`src/rtl/mic_frame_energy.sv`:
```
// mic_frame_energy: frame energy engine for the acoustic camera sample buffers.
//
// After a start pulse, reads FRAME_LEN signed samples from port B of a
// simple-dual-port sample RAM (one-cycle read latency). Each sample is squared
// and the squares are summed. The unsigned frame energy is then held on a
// valid/ready output until the consumer accepts it.
//
// Optional feature, enabled by defining the macro ENERGY_PEAK_EN:
//   track max |sample| of the frame on 'peak'. Without the macro, peak is tied to 0.
//
// Ports:
//   clk          in   single clock, also drives the RAM's clkb
//   reset        in   asynchronous, active-high; clears all state
//   start        in   one-cycle request, honoured only when idle
//   start_adr    in   first sample address of the frame
//   rd_ceb       out  RAM read clock enable
//   rd_oce       out  RAM output enable, constant 1
//   rd_adb       out  RAM read address
//   rd_dout      in   RAM read data, valid one cycle after rd_ceb/rd_adb
//   busy         out  high from the start edge until energy is accepted
//   energy       out  sum of squares of the frame
//   peak         out  max |sample| of the frame (0 when ENERGY_PEAK_EN is undefined)
//   energy_valid out  energy/peak valid; held until accepted
//   energy_ready in   consumer accepts while energy_valid is high
module mic_frame_energy #(
  parameter int unsigned ADDR_W    = 9,
  parameter int unsigned DATA_W    = 16,
  parameter int unsigned FRAME_LEN = 512,
  parameter int unsigned ACC_W     = 40
) (
  input  logic              clk,
  input  logic              reset,
  input  logic              start,
  input  logic [ADDR_W-1:0] start_adr,
  output logic              rd_ceb,
  output logic              rd_oce,
  output logic [ADDR_W-1:0] rd_adb,
  input  logic [DATA_W-1:0] rd_dout,
  output logic              busy,
  output logic [ACC_W-1:0]  energy,
  output logic [DATA_W-1:0] peak,
  output logic              energy_valid,
  input  logic              energy_ready
);

  localparam int unsigned CntW = ADDR_W + 1;
  localparam logic [CntW-1:0] LastIdx = CntW'(FRAME_LEN - 1);
  localparam int unsigned SqW = 2 * DATA_W;

  typedef enum logic [1:0] {StIdle, StRead, StDrain, StDone} state_e;

  state_e            state_q, state_d;
  logic [CntW-1:0]   cnt_q, cnt_d;
  logic [1:0]        drain_q, drain_d;
  logic              rd_ceb_q, rd_ceb_d;
  logic [ADDR_W-1:0] rd_adb_q, rd_adb_d;
  logic              busy_q, busy_d;
  logic              valid_q, valid_d;
  logic              clear_acc;

  // Pipeline: stage 2 valid (RAM data), stage 3 square, stage 4 accumulator.
  logic              dat_v_q;
  logic              sq_v_q;
  logic [SqW-1:0]    sq_q;
  logic [ACC_W-1:0]  acc_q;
  logic signed [SqW-1:0] sq_d;

  // Signed square is never negative, so it is zero-extended into the accumulator.
  assign sq_d = $signed(rd_dout) * $signed(rd_dout);

  always_comb begin
    state_d   = state_q;
    cnt_d     = cnt_q;
    drain_d   = drain_q;
    rd_ceb_d  = rd_ceb_q;
    rd_adb_d  = rd_adb_q;
    busy_d    = busy_q;
    valid_d   = valid_q;
    clear_acc = 1'b0;
    unique case (state_q)
      StIdle: begin
        if (start) begin
          state_d   = StRead;
          rd_ceb_d  = 1'b1;
          rd_adb_d  = start_adr;
          cnt_d     = '0;
          busy_d    = 1'b1;
          clear_acc = 1'b1;
        end
      end
      StRead: begin
        // cnt_q indexes the address currently presented to the RAM.
        if (cnt_q == LastIdx) begin
          state_d  = StDrain;
          rd_ceb_d = 1'b0;
          drain_d  = '0;
        end else begin
          cnt_d    = cnt_q + CntW'(1);
          rd_adb_d = rd_adb_q + ADDR_W'(1);
        end
      end
      StDrain: begin
        // Three cycles cover the RAM, square and accumulate stages.
        if (drain_q == 2'd2) begin
          state_d = StDone;
          valid_d = 1'b1;
        end else begin
          drain_d = drain_q + 2'd1;
        end
      end
      StDone: begin
        if (energy_ready) begin
          state_d = StIdle;
          valid_d = 1'b0;
          busy_d  = 1'b0;
        end
      end
      default: state_d = StIdle;
    endcase
  end

  always_ff @(posedge clk or posedge reset) begin
    if (reset) begin
      state_q  <= StIdle;
      cnt_q    <= '0;
      drain_q  <= '0;
      rd_ceb_q <= 1'b0;
      rd_adb_q <= '0;
      busy_q   <= 1'b0;
      valid_q  <= 1'b0;
    end else begin
      state_q  <= state_d;
      cnt_q    <= cnt_d;
      drain_q  <= drain_d;
      rd_ceb_q <= rd_ceb_d;
      rd_adb_q <= rd_adb_d;
      busy_q   <= busy_d;
      valid_q  <= valid_d;
    end
  end

  always_ff @(posedge clk or posedge reset) begin
    if (reset) begin
      dat_v_q <= 1'b0;
      sq_v_q  <= 1'b0;
      sq_q    <= '0;
      acc_q   <= '0;
    end else begin
      dat_v_q <= rd_ceb_q;
      sq_v_q  <= dat_v_q;
      if (dat_v_q) begin
        sq_q <= sq_d;
      end
      if (clear_acc) begin
        acc_q <= '0;
      end else if (sq_v_q) begin
        acc_q <= acc_q + {{(ACC_W - SqW){1'b0}}, sq_q};
      end
    end
  end

`ifdef ENERGY_PEAK_EN
  logic [DATA_W-1:0] abs_d, abs_q, peak_q;

  // |-2^(DATA_W-1)| wraps to 2^(DATA_W-1), which is exact when read as unsigned.
  assign abs_d = rd_dout[DATA_W-1] ? (~rd_dout + DATA_W'(1)) : rd_dout;

  always_ff @(posedge clk or posedge reset) begin
    if (reset) begin
      abs_q  <= '0;
      peak_q <= '0;
    end else begin
      if (dat_v_q) begin
        abs_q <= abs_d;
      end
      if (clear_acc) begin
        peak_q <= '0;
      end else if (sq_v_q && (abs_q > peak_q)) begin
        peak_q <= abs_q;
      end
    end
  end

  assign peak = peak_q;
`else
  assign peak = '0;
`endif

  assign rd_ceb       = rd_ceb_q;
  assign rd_oce       = 1'b1;
  assign rd_adb       = rd_adb_q;
  assign busy         = busy_q;
  assign energy       = acc_q;
  assign energy_valid = valid_q;

endmodule

```
`config.mk`:
```
export PLATFORM = sky130hd
export DESIGN_NAME = mic_frame_energy
export DESIGN_NICKNAME = d
export VERILOG_FILES = /design/src/rtl/mic_frame_energy.sv
export SDC_FILE = /design/constraint.sdc
export NUM_CORES = 1
export LEC_CHECK = 0
export BUFFER_PORTS_ARGS = -buffer_cell sky130_fd_sc_hd__buf_2
export CAP_MARGIN = 20
export CORE_ASPECT_RATIO = 1.1
export CORE_MARGIN = 5
export CORE_UTILIZATION = 30
export CTS_CLUSTER_SIZE = 8
export DETAILED_ROUTE_END_ITERATION = 6
export PLACE_DENSITY_LB_ADDON = 0.12
export SYNTH_ARGS = -nofsm -noshare
export SYNTH_HDL_FRONTEND = slang
export SYNTH_SLANG_ARGS = --single-unit
```
`constraint.sdc`:
```
create_clock -name clk -period 7.1 [get_ports clk]
set_clock_uncertainty 0.1 [all_clocks]
set_input_delay 0.355 -clock clk [delete_from_list [all_inputs] [get_ports clk]]
set_output_delay 0.355 -clock clk [all_outputs]
set_load 0.02 [all_outputs]
```
Word-level counts from Yosys, hierarchy flattened
Index checks and enable logic that the tools add are counted.

storage, ports and cells
  register bits after elaboration = 100
  bits of input ports = 29
  logic and storage cells = 64

operators by class
  $add $sub $neg = 4
  $mul = 1
  equality and inequality tests = 11
  mux-type cells = 25
  reduce and logical (&&, ||, !) cells = 12

operators with widths
  operator                                                          count
  40-bit 2-to-1 mux                                                 2
  40-bit by 32-bit adder with 40-bit output                         1
  16-bit by 16-bit multiplier with 32-bit output                    1
  10-bit 2-to-1 mux                                                 2
  10-bit one-hot mux with 2 select lines                            1
  9-bit 2-to-1 mux                                                  2
  9-bit one-hot mux with 2 select lines                             1
  3-bit AND reduction                                               5
  2-bit 2-to-1 mux                                                  6
  2-bit inequality test, second input constant                      6
  10-bit by 1-bit adder with 10-bit output, second input constant   1
  10-bit by 9-bit == test with 1-bit output, second input constant  1
  2-bit nonzero test                                                5
  9-bit by 1-bit adder with 9-bit output, second input constant     1
  2-bit one-hot mux with 4 select lines                             1
  2-bit == test, second input constant                              3
  1-bit 2-to-1 mux                                                  6
  1-bit one-hot mux with 2 select lines                             3
  2-bit one-hot mux with 2 select lines                             1
  4-bit AND reduction                                               1
  2-bit by 1-bit adder with 2-bit output, second input constant     1
  2-bit by 1-bit == test with 1-bit output, second input constant   1
  2-bit zero test                                                   1

Longest topological paths before layout
Gate-level depths: netlist of the first run.

  word-level depth = 3
  gate-level depth with buffers = 27
  depth with buffers taken out = 25

Worst setup path before layout of the first run
No wires, ideal clock.

  path type = input to register
  start = in rd_dout[1]
  end = reg sq_q[31]
  arrival time = 6.526 ns
  data required time = 6.875 ns
  slack = 0.349 ns
  stages = 21
  cells stage by stage = clkbuf_1 -> clkbuf_1 -> nand2_1 -> inv_1 -> fa_1 -> fa_1 -> inv_1 -> fa_1 -> fa_1 -> fa_1 -> fa_1 -> inv_1 -> ha_1 -> and2_1 -> a221o_1 -> a221oi_4 -> a31oi_2 -> a211oi_1 -> o21bai_1 -> xnor2_1 -> mux2_2

on the way
  cells in the longest elaborated chain, start to end = 1

RTL lines
  item                                            line  RTL
  start: declaration                              38    input logic [DATA_W-1:0] rd_dout,
  16-bit by 16-bit multiplier with 32-bit output  69    assign sq_d = $signed(rd_dout) * $signed(rd_dout);
  end signal: assignment                          152   sq_q <= sq_d;
  end: declaration                                64    logic [SqW-1:0] sq_q;

Every way passes these cells.
A chain may end at the register's enable or synchronous reset.

Worst setup path after layout of the first run
  start = in rd_dout[15]
  end = reg sq_q[31]

The elaborated chain is that of the path after synthesis.

==> impl_metrics.tcl, run 1 <==
set metrics [dict create \
    post_synth_inst_count 1622 \
    antenna_cells_inserted 0 \
    library_cell_used_as_clock_root_buffer "sky130_fd_sc_hd__clkbuf_16" \
    hp-class "in -> reg" \
    main_synth_ff_type "sky130_fd_sc_hd__dfrtp_1" \
    worstPathBufferInverterCount 4 \
    std_cell_rows 85 \
    ys_ff_latch 99 \
    cts_htree_levels 3 \
    tritoncts "done" \
    globalRouteOverflowTotal 0 \
    core_sq_um 49100 \
    worst_hold_startpoint "start_adr[1]" \
    die_h_um 244 \
    finalWirelength_mm 36.3 \
    area_growth_syn_to_layout_pct 9.46 \
    fin_crit_sh 0.891 \
    crit_path_max_fanout 22 \
    cts.repair.resized 0 \
    floorplan.die_area_sq_um 54400 \
    grt_first_pass_wirelength_mm 60.8 \
    path_delay_family "adder cells" \
    avgRoutedWirePerCell_um 15.5 \
    max_stage_delay_ns 0.56 \
    final_net_count 2075 \
    cts-buffers-inserted 9 \
    synthesis.area_per_instance_sq_um 9.22 \
    largest_net_degree_at_the_start_of_global_routing 72 \
    timing.hold.worst_path_depth 3 \
    tightest_slew_ns 0.950 \
    worst_setup_path_end_kind "flop" \
    criticalPathCategory "in -> reg" \
    rr_worst_depth 10 \
    max_cap_viol_count 0 \
    most-common-layout-cells "354 x sky130_fd_sc_hd__inv_1, 234 x sky130_fd_sc_hd__fa_1, 128 x sky130_fd_sc_hd__ha_1" \
    synth_seq_area_share 0.166 \
    synth-async-reset-ratio 1.00 \
    status "finished clean" \
    setup_tns_ns 0 \
    path_common_cell "sky130_fd_sc_hd__fa_1" \
    grt_pass1_vias 11600 \
    yosys_warnings 0 \
    rr_endpoint "energy[38]$_DFFE_PP0P_" \
    worst_hold_path.endpoint "rd_adb[1]$_DFFE_PP0P_" \
    final_common_cell "sky130_fd_sc_hd__inv_1" \
    io_buffer_count 80 \
    worst_r2r_startpoint "sq_q[2]$_DFFE_PP0P_" \
    crit_required_ns 7.24 \
    setup.reg_to_reg.worst_slack_ns 3.71 \
    timing.final.max_slew_violations 0 \
    post-dp-hpwl_mm 30.6 \
    pin_count 98 \
    final_layout_size_suffix_gt1_frac 0.0853 \
    gp_routability_congestion 0.794 \
    dr.pass1.iters 4 \
    worst_slew_margin_rel 0.366 \
    synth.lib_cells_used.distinct 61 \
    clock-sinks 99 \
    cts.hold.buffers_added 1 \
    remaining_number_of_nets_flagged_by_the_antenna_check_after_routing 0 \
    grt_antenna_before_repair 0 \
    worstPathArrival_ns 6.47 \
    grt.total_usage 0.136 \
    finalCriticalPeriod_ns 6.33 \
    initial_utilization 0.304 \
    drt_drc_violations_left 0 \
    hold_vio_cnt_final 0 \
    timing.fmax_mhz 158 \
    crit_slowest_cell "sky130_fd_sc_hd__fa_1" \
    critical_path.startpoint_type "input port" \
    setup_violations 0 \
    post-cts-setup-buffers 0 \
    timing.critical_path.cells "buf_2 > nand2_1 > inv_1 > fa_1 > fa_1 > fa_1 > fa_1 > fa_1 > inv_1 > fa_1 > inv_1 > ha_1 > a21o_1 > o21bai_1 > a221o_1 > a221oi_4 > a31oi_2 > a211oi_1 > o21bai_1 > xnor2_1 > mux2_2" \
    grt_setup_unrepaired "no" \
    clk_transition_reported_paths_ns 0.07 \
    synth_enable_flop_cells 0 \
    die_x_um 223 \
    syn_area_sq_um 14900 \
    dr_total_vias 10700 \
    worstSetupPathDepth 21 \
    post_drt_via_cell_ratio 4.55 \
    drt_iter0_markers 407 \
    worst_skew_pair.late_latency_ns 0.35 \
    ctsLongestPathBuffers 2 \
]
==> Yosys cell counts (all sizes together) (4+ instances only) <==
library cell,n,area share
dfrtp,99,0.17
o21a,10,0.0050
nor2b,6,0.0025
xor2,31,0.018
xnor2,48,0.028
nor2,101,0.025
fa,234,0.31
or3,4,0.0017
nand3,25,0.0084
a21o,31,0.016
a22o,5,0.0029
o21bai,13,0.0065
o22ai,9,0.0038
ha,128,0.11
nand4,11,0.0046
mux2i,33,0.022
mux2,21,0.016
a211oi,8,0.0040
and4,4,0.0023
inv,355,0.089
nand2b,17,0.0071
a31o,4,0.0023
nand2,122,0.031
buf,20,0.0098
a31oi,9,0.0042
o21ai,48,0.016
o31ai,4,0.0020
nor3,8,0.0027
clkbuf,41,0.011
and2,55,0.023
o211ai,7,0.0035
and3,13,0.0054
a21oi,71,0.024
==> cells by family (layout without fill, tap and decap cells) <==
group / after synthesis / in the layout / share of synthesized area
mux: 54 / 54 / 0.0382
fa+ha+maj: 362 / 362 / 0.421
simple gates: 372 / 372 / 0.117
flops: 99 / 99 / 0.166
buf+inv: 417 / 469 / 0.110
compound gates: 237 / 237 / 0.102
other cells: 2 / 17 / 0.000502
xor+xnor: 79 / 79 / 0.0463
==> routing by layer <==
| metal | wire length, um | vias to the layer above | global-route usage |
|---|---|---|---|
| li1 | - | 5192 | - |
| met1 | 15700 | 5333 | 0.176 |
| met2 | 19500 | 114 | 0.253 |
| met3 | 809 | 15 | 0.0131 |
| met4 | 293 | 0 | 0.0198 |
| met5 | 0 | - | 0 |
==> worst register-to-register path, delay by kind of cell (launching register included) <==
family	cells	cell delay, ns
and+or+nand+nor	1	0.18
adders and majority gates	1	0.37
DFF	1	0.45
AOI/OAI and AO/OA	8	2.18
==> metrics by stage <==
step / hold slack (ns) / setup WS [ns] / instances / area [sq um] / utilization
after floorplan: 0.305 / 0.349 / 1637 / 15000 / -
after global placement: 0.286 / 0.341 / 2324 / 16000 / 0.326
after detailed placement: 0.288 / 0.352 / 2324 / 16000 / 0.326
after CTS: 0.184 / 0.718 / 2341 / 16400 / 0.333
after global routing: 0.215 / 0.409 / 2341 / 16400 / 0.333
final: 0.202 / 0.774 / 2341 / 16400 / 0.333
==> worst max path at each step <==
stage           startpoint                   end  slack (ns)
2_1_floorplan   rd_dout[1]  sq_q[31]$_DFFE_PP0P_        0.35
3_3_place_gp    rd_dout[8]  sq_q[30]$_DFFE_PP0P_        0.34
3_5_place_dp   rd_dout[15]  sq_q[31]$_DFFE_PP0P_        0.35
5_1_grt         rd_dout[8]  sq_q[30]$_DFFE_PP0P_        0.41
6_report       rd_dout[15]  sq_q[31]$_DFFE_PP0P_        0.77
4_1_cts        rd_dout[15]  sq_q[31]$_DFFE_PP0P_        0.72
==> registers in the layout (all words and copies together) (netlist names) <==
name          count
busy              1
cnt_q            10
dat_v_q           1
drain_q           2
energy           40
energy_valid      1
rd_adb            9
rd_ceb            1
sq_q             31
sq_v_q            1
state_q           2
==> final cells by class <==
type / count / area [sq um]
fillers: 5172 / 32800
multi-input cells: 1121 / 10900
flip-flops and latches: 99 / 2480
inverters: 356 / 1340
well taps: 652 / 816
repair buffers: 97 / 531
clock buffers: 9 / 225
clock inverters: 7 / 92.6
Power of run 1 is not shown: default switching activity piles up to over one toggle a cycle in this logic, so the estimate is an artifact.
==> run 2: changes to the inputs <==
Settings changed: CORE_UTILIZATION 30 to 54.
==> impl_metrics.tcl, run 2 (synthesis results as in run 1) <==
set metrics [dict create \
    status "finished clean" \
    drt_drc_violations_left 0 \
    crit_required_ns 7.24 \
    cts-buffers-inserted 9 \
    critical_path.startpoint_type "input port" \
    setup_violations 0 \
    cts_htree_levels 3 \
    worst_slew_margin_rel 0.391 \
    crit_path_start "rd_dout[15]" \
    dr.pass1.iters 5 \
    finalWirelength_mm 30.6 \
    avgRoutedWirePerCell_um 15.0 \
    cts.repair.resized 0 \
    largest_register_ffs 40 \
    pin_count 98 \
    path_common_cell "sky130_fd_sc_hd__fa_1" \
    worstPathArrival_ns 6.48 \
    ctsLongestPathBuffers 2 \
    globalRouteOverflowTotal 0 \
    most-common-layout-cells "354 x sky130_fd_sc_hd__inv_1, 234 x sky130_fd_sc_hd__fa_1, 128 x sky130_fd_sc_hd__ha_1" \
    timing.critical_path.cells "buf_2 > nand2_1 > inv_1 > fa_1 > fa_1 > fa_1 > fa_1 > fa_1 > inv_1 > fa_1 > inv_1 > ha_1 > a21o_1 > o21bai_1 > a221o_1 > a221oi_4 > a31oi_2 > a211oi_1 > o21bai_1 > xnor2_1 > mux2_2" \
    largest_net_degree_at_the_start_of_global_routing 54 \
    worstPathBufferInverterCount 4 \
    library_cell_used_as_clock_root_buffer "sky130_fd_sc_hd__clkbuf_16" \
    worst_r2r_startpoint "energy[0]$_DFFE_PP0P_" \
    std_cell_rows 63 \
    setup_tns_ns 0 \
    grt_antenna_before_repair 0 \
    post-cts-setup-buffers 0 \
    final_net_count 2070 \
    gp_routability_congestion 0.872 \
    clock-sinks 99 \
    io_buffer_count 80 \
    grt_pass1_vias 10900 \
    final_layout_size_suffix_gt1_frac 0.0825 \
    max_stage_delay_ns 0.57 \
    hold_vio_cnt_final 0 \
    drt_iter0_markers 496 \
    fin_crit_sh 0.892 \
    clk_transition_reported_paths_ns 0.07 \
    final_common_cell "sky130_fd_sc_hd__inv_1" \
    finalCriticalPeriod_ns 6.33 \
    cts.hold.buffers_added 0 \
    crit_path_max_fanout 22 \
    floorplan.die_area_sq_um 31100 \
    hold_ws_ns 0.00169 \
    antenna_cells_inserted 0 \
    die_h_um 185 \
    worst_setup_path_end_kind "flop" \
    post-dp-hpwl_mm 26.0 \
    worst_skew_pair.late_latency_ns 0.35 \
    crit_slowest_cell "sky130_fd_sc_hd__fa_1" \
    tritoncts "done" \
    timing.final.max_slew_violations 0 \
    remaining_number_of_nets_flagged_by_the_antenna_check_after_routing 0 \
    grt_setup_unrepaired "no" \
    multi_input_comb_area_sq_um 10900 \
    core_sq_um 27100 \
    hp-class "in -> async" \
    die_x_um 169 \
    initial_utilization 0.551 \
    path_delay_family "adder cells" \
    filler_cell_count 2445 \
    tightest_slew_ns 0.913 \
    grt.total_usage 0.205 \
    grt_first_pass_wirelength_mm 52.8 \
    max_cap_viol_count 0 \
    criticalPathCategory "in -> reg" \
    timing.fmax_mhz 158 \
    area_growth_syn_to_layout_pct 6.65 \
    post_drt_via_cell_ratio 5.16 \
    dr_total_vias 10500 \
    area.sequential_sq_um 2480 \
]
## run 2: layout make-up
class | instances | area share
flip-flops and latches | 99 | 0.155
well taps | 357 | 0.0280
multi-input cells | 1121 | 0.683
clock buffers | 9 | 0.0141
clock inverters | 7 | 0.00518
inverters | 356 | 0.0840
repair buffers | 92 | 0.0308
## run 2: worst paths after layout
kind,cells after the start,slack (ns),end
max in group asynchronous,3,5.87,rd_adb[0]$_DFFE_PP0P_
setup / recovery,21,0.77,sq_q[31]$_DFFE_PP0P_
hold reg to reg,0,0.36,dat_v_q$_DFF_PP0_
setup reg to reg,11,3.78,energy[26]$_DFFE_PP0P_
min in group clk,3,0.20,rd_adb[8]$_DFFE_PP0P_
hold / removal,2,0.002,energy[5]$_DFFE_PP0P_
## run 2: through the flow
| stage | utilization | cells | instance area [sq um] | worst slack, ns |
|---|---|---|---|---|
| 3_3_place_gp | 0.577 | 2025 | 15600 | 0.506 |
| 6_report | 0.588 | 2041 | 15900 | 0.765 |
| 4_1_cts | 0.588 | 2041 | 15900 | 0.762 |
| 3_5_place_dp | 0.577 | 2025 | 15600 | 0.378 |
| 2_1_floorplan | - | 1637 | 15000 | 0.349 |
| 5_1_grt | 0.588 | 2041 | 15900 | 0.476 |
## run 2: layer usage
layer  share of wire  track usage  vias to the layer above
met2            0.47        0.338                      181
met5               0            0                        -
met3           0.036       0.0247                       35
met4           0.017       0.0516                        0
li1                -            -                     5191
met1            0.48        0.292                     5128
Power of run 2 is left out for the same reason.
